<file path="config.mk">
export PLATFORM = sky130hd
export DESIGN_NAME = counter_monitor
export DESIGN_NICKNAME = d
export VERILOG_FILES = /design/src/rtl/counter_monitor.sv
export SDC_FILE = /design/constraint.sdc
export NUM_CORES = 1
export LEC_CHECK = 0
export ABC_AREA = 1
export CORE_ASPECT_RATIO = 0.6
export CORE_MARGIN = 2
export CORE_UTILIZATION = 47
export DETAILED_ROUTE_END_ITERATION = 8
export PLACE_DENSITY = 0.82
export SKIP_CTS_REPAIR_TIMING = 1
export SLEW_MARGIN = 20
export SYNTH_ARGS = -nofsm -noshare
export SYNTH_HDL_FRONTEND = slang
export SYNTH_SLANG_ARGS = --single-unit
</file>
<file path="constraint.sdc">
create_clock -name clk -period 1.8 [get_ports clk]
set_input_delay 0.36 -clock clk [delete_from_list [all_inputs] [get_ports clk]]
set_output_delay 0.36 -clock clk [all_outputs]
set_load 0.03 [all_outputs]
</file>
<file path="src/rtl/counter_monitor.sv">
// rtl/counter_monitor.sv - sequence checker for a free-running up-counter bus.
// Optional COUNTER_MONITOR_RESET_TOLERANT_EN: a 0 seen while LOCKED resyncs instead of faulting.
module counter_monitor #(
    parameter int WIDTH      = 8,
    parameter int STAT_WIDTH = 8,
    parameter int LOCK_LEN   = 4
) (
    input  logic                  clk,
    input  logic                  reset,
    input  logic [WIDTH-1:0]      count_in,
    input  logic                  count_valid,
    input  logic [WIDTH-1:0]      match_value,
    input  logic                  clear_err,
    output logic                  locked,
    output logic                  match_pulse,
    output logic                  wrap_pulse,
    output logic                  seq_err,
    output logic [STAT_WIDTH-1:0] wrap_count,
    output logic [STAT_WIDTH-1:0] err_count
);

    typedef enum logic [1:0] {ACQUIRE, SYNC, LOCKED, FAULT} state_t;

    localparam logic [WIDTH-1:0]      CNT_ONE  = WIDTH'(1);
    localparam logic [WIDTH-1:0]      CNT_MAX  = '1;
    localparam logic [3:0]            RUN_ONE  = 4'd1;
    localparam logic [3:0]            RUN_LOCK = 4'(LOCK_LEN);
    localparam logic [STAT_WIDTH-1:0] STAT_ONE = STAT_WIDTH'(1);
    localparam logic [STAT_WIDTH-1:0] STAT_MAX = '1;

    state_t                  state, state_next;
    logic [WIDTH-1:0]        prev, prev_next, prev_inc;
    logic [3:0]              run, run_next, run_inc;
    logic                    step_ok, step_wrap, fault;
    logic                    match_next, wrap_next, seq_err_next;
    logic [STAT_WIDTH-1:0]   wrap_count_next, err_count_next;

    assign prev_inc  = prev + CNT_ONE;
    assign run_inc   = run + RUN_ONE;
    assign step_ok   = (count_in == prev_inc);
    assign step_wrap = step_ok && (prev == CNT_MAX);
    assign locked    = (state == LOCKED);

    always_comb begin
        state_next      = state;
        prev_next       = prev;
        run_next        = run;
        match_next      = 1'b0;
        wrap_next       = 1'b0;
        fault           = 1'b0;
        seq_err_next    = seq_err;
        wrap_count_next = wrap_count;
        err_count_next  = err_count;

        if (count_valid) begin
            match_next = (count_in == match_value);
            prev_next  = count_in;
            case (state)
                ACQUIRE: begin
                    run_next   = '0;
                    state_next = SYNC;
                end
                SYNC: begin
                    if (step_ok) begin
                        run_next  = run_inc;
                        wrap_next = step_wrap;
                        if (run_inc == RUN_LOCK) state_next = LOCKED;
                    end else begin
                        run_next = '0;
                    end
                end
                LOCKED: begin
                    if (step_ok) begin
                        wrap_next = step_wrap;
                    end else begin
`ifdef COUNTER_MONITOR_RESET_TOLERANT_EN
                        // A non-wrapping return to zero is an upstream counter reset.
                        if (count_in == '0) begin
                            state_next = SYNC;
                            run_next   = '0;
                        end else begin
                            fault      = 1'b1;
                            state_next = FAULT;
                        end
`else
                        fault      = 1'b1;
                        state_next = FAULT;
`endif
                    end
                end
                FAULT: begin
                    run_next   = '0;
                    state_next = SYNC;
                end
                default: state_next = ACQUIRE;
            endcase
        end

        if (wrap_next && (wrap_count != STAT_MAX)) wrap_count_next = wrap_count + STAT_ONE;

        // A fault on the same edge as a clear restarts the error count at one.
        if (fault) begin
            seq_err_next = 1'b1;
            if (clear_err)                  err_count_next = STAT_ONE;
            else if (err_count != STAT_MAX) err_count_next = err_count + STAT_ONE;
        end else if (clear_err) begin
            seq_err_next   = 1'b0;
            err_count_next = '0;
        end
    end

    always_ff @(posedge clk) begin
        if (reset) begin
            state       <= ACQUIRE;
            prev        <= '0;
            run         <= '0;
            match_pulse <= 1'b0;
            wrap_pulse  <= 1'b0;
            seq_err     <= 1'b0;
            wrap_count  <= '0;
            err_count   <= '0;
        end else begin
            state       <= state_next;
            prev        <= prev_next;
            run         <= run_next;
            match_pulse <= match_next;
            wrap_pulse  <= wrap_next;
            seq_err     <= seq_err_next;
            wrap_count  <= wrap_count_next;
            err_count   <= err_count_next;
        end
    end

endmodule

</file>
==> results.md <==
- Status: finished, violations left
- Failing checks: negative setup slack
- Crit path max fanout: 5
- CP Data Arrival Time: ~2.1 ns
- Fin Clk Skew: roughly 0.0087 ns
- Overflow after GRT: 0
- Synthesized area: between 2000 and 2500 um2
- Synth Register Bits: 33
- Hold path cells: 4
- Max_slew headroom: 69.5%
- GPL Wtd Cong: 0.829
- Final Hold Vio Count: 0
- Unrepaired setup endpoints after global routing: yes
- Antenna violations before repair: 0
- Reg power frac: 40.9%
- CTS Sinks: 33
- Leakage: ~1.5 nW
- Setup CP Type: reg -> reg
- FF-to-FF setup slack: -0.09 ns
- Yosys warns: 0
- Mux contribution to synthesized area: 0%
- Fin crit period: 1.89 ns
- Mapped Avg Cell Area: roughly 6.7 um2
- Int Pwr: 0.00135 W
- Cell variety after synth: 30
- Crit. End Element: register
- Max Cap Viol: 0
- DRC: 0
- Share of layout cells above drive strength 1: between 20% and 30%
- Post-Synth Simple-Gate Area: a little under two fifths
- Seq/Total Area, Yosys: 32.6%
- Final setup fails: 18
- WL/cell: 14.2 um
- Reg clk slew, reported paths: ~0.08 ns
- Dpl ws: -0.399 ns
- Total wire length: slightly above 6000 um
- DIE AREA: around 4900 um2
- # IOs: 40
- Clock buffer depth: 2
- Combinational power share: between 20% and 30%
- Total CTS buffers: 5
- CTS tree: yes
- Die Wd: roughly 90 um
- Hold wc startpoint: count_in[7]
- Largest family of logic cells by synthesized area: simple AND/OR/NAND/NOR gates
- Pin count of the biggest net entering global routing: 19
- Placed cell area: ~2700 um2
- Crit start category: register
- # nets final: 403
- Antenna viol nets, final: 0
- H-tree depth: 2
- Power share of the clock group: about two fifths
- F_max: 528 MHz
- Cell Pwr Density: ~620 nW/um2
- Initial core utilization: roughly half
- Worst reg2reg path depth: 12
- Synth Area in Compound Gates: ~11%
- Synth-to-Final Area Change: 50.9%
- Hold worst-path end: prev[7]$_SDFFE_PP0P_
- Switching Share: between 20% and 30%
- Post-synthesis adder-cell area fraction: under 10%
- Crit Reg-Reg Startpoint: prev[0]$_SDFFE_PP0P_
- Reg2reg end: wrap_count[7]$_SDFFE_PP0P_
- Maximum VDD drop: 448 uV
- Final setup margin: -0.0942 ns
- Hpwl dp: 4000 um
- Diode count: 0
- Worst min path class: in -> reg
- Tot GR Track Use: 23.6%
- Die height: 54.9 um
- Skew-Pair Late Insertion Delay: ~0.30 ns
- Synthesized Nets: 330
- Design area: between 3000 and 4000 um2
- Routed vias/inst: 5.33
- Vias post-DR: 2,336
- Drt pass-1 iters: 5
- Psw: approximately 0.00056 W
- Fin crit share: 105%
- Post-synthesis cell count: ~300
- Root buf cell: clkbuf_8
- Row count: 18
- Post-synthesis xor/xnor area fraction: around 6.5%
- Critical Path RT: around 2 ns
- First-pass GRT wire length: 8580 um
- Count of input and output buffers: 39
- Core footprint: a little over 4000 um2
- Worst-margin pin slew: roughly 0.46 ns
- Vias in the first global route: 1,841
- Initial DRC Count: around 190
- Pins Over Slew Limit: 0
## through the flow
step	TNS [ns]	instances	utilization [%]	power, W	hold WS (ns)
final	-0.845	438	74.3	0.00191	0.469
after global routing	-4.49	438	74.3	0.00198	0.502
after CTS	-3.10	433	68.1	0.00184	0.486
after detailed placement	-7.22	425	65.3	0.00113	0.476
after global placement	-6.01	425	65.3	0.00112	0.469
after floorplan	0	304	-	0.000964	0.456
## cell usage in the layout (no fill, tap or decap), types with 8 or more instances in the layout
cell type | synthesis | layout
nand2_1 | 78 | 72
inv_1 | 41 | 39
nor2_1 | 31 | 29
dfxtp_1 | 33 | 29
buf_4 | 0 | 28
clkdlybuf4s50_1 | 0 | 25
nand3_1 | 22 | 16
a21oi_1 | 24 | 16
xor2_1 | 14 | 14
dlymetal6s2s_1 | 0 | 14
o21ai_0 | 13 | 10
a21oi_2 | 0 | 8
## worst max path at each step
stage          depth (start not counted)                          to                 start  slack (ns)
6_report                              12  wrap_count[7]$_SDFFE_PP0P_  prev[0]$_SDFFE_PP0P_       -0.09
5_1_grt                               11  wrap_count[7]$_SDFFE_PP0P_  prev[4]$_SDFFE_PP0P_       -0.28
4_1_cts                               11   err_count[5]$_SDFFE_PP0P_  prev[0]$_SDFFE_PP0P_       -0.23
3_5_place_dp                          13  wrap_count[5]$_SDFFE_PP0P_           count_in[4]       -0.40
3_3_place_gp                          13  wrap_count[5]$_SDFFE_PP0P_           count_in[4]       -0.33
2_1_floorplan                         12  wrap_count[5]$_SDFFE_PP0P_  prev[0]$_SDFFE_PP0P_        0.04
## power groups by stage
stage | registers, W | clock network (W) | logic (W)
after floorplan | 0.000796 | 0 | 0.000167
after global placement | 0.000793 | 0 | 0.000329
after detailed placement | 0.000794 | 0 | 0.000334
after CTS | 0.000777 | 0.000723 | 0.000339
after global routing | 0.000785 | 0.000758 | 0.000433
final | 0.000782 | 0.000727 | 0.000401
## routing by layer
metal  vias up  part of all wire, %  global-route usage [%]
met4         0                  2.6                    9.34
met3        22                  6.3                    5.58
met5         -                    0                       0
met2        92                   45                    32.5
met1      1096                   46                    35.0
li1       1126                    -                       -
## cells by family after synthesis
| family | after synthesis |
|---|---|
| AND/OR/NAND/NOR | 159 |
| buffers and inverters | 48 |
| AO/OA/AOI/OAI | 43 |
| flip-flops | 33 |
| XOR/XNOR | 15 |
| adder cells (fa/ha/maj) | 6 |
## sequential cells by signal, indices dropped and copies added, names as in the netlist
name,flops
seq_err,1
state,2
run,4
wrap_count,8
err_count,8
wrap_pulse,1
match_pulse,1
prev,8
## layout make-up
cell class	instances	area (um2)
Multi-Input combinational cell	224	1370
Fill cell	275	1060
Timing Repair Buffer	70	678
Sequential cell	33	666
Inverter	43	161
Tap cell	60	75.1
Clock buffer	5	68.8
Clock inverter	3	46.3
## cells in the mapped netlist
cell type  instances  area, um2
a2111oi_0          1       8.76
nand3_1           22        110
xnor2_1            1       8.76
nand3_2            3       30.0
inv_2              2       7.51
nand3_4            1       17.5
o21ai_0           13       65.1
o21bai_2           1       11.3
nand4_1            5       31.3
nor2_4             2       22.5
clkbuf_1           4       15.0
nor3_1             5       25.0
nor3_2             1       10.0
nand4_4            1       21.3
a21oi_1           24        120
o21ai_1            2       10.0
nor4_1             1       6.26
nand3b_1           3       22.5
o22ai_1            1       6.26
xor2_1            14        123
nand2_1           78        293
buf_1              1       3.75
ha_1               6       75.1
o211a_1            1       10.0
nor2_2             4       25.0
nor2_1            31        116
inv_1             41        154
nand4_2            1       12.5
nand2_2            1       6.26
dfxtp_1           33        661
## worst max-delay path, stage by stage (launching register included)
cell     delay [ns]
dfxtp_2        0.35
ha_4           0.18
nand2_4        0.06
nor2_4         0.13
nand2_1        0.08
nand2_1        0.08
nand2_2        0.06
nor2_4         0.15
nand3_4        0.14
nor2_4         0.20
nand4_1        0.13
o21ai_1        0.17
nor2_1         0.05
No activity file was read; power rests on OpenSTA's default activity.
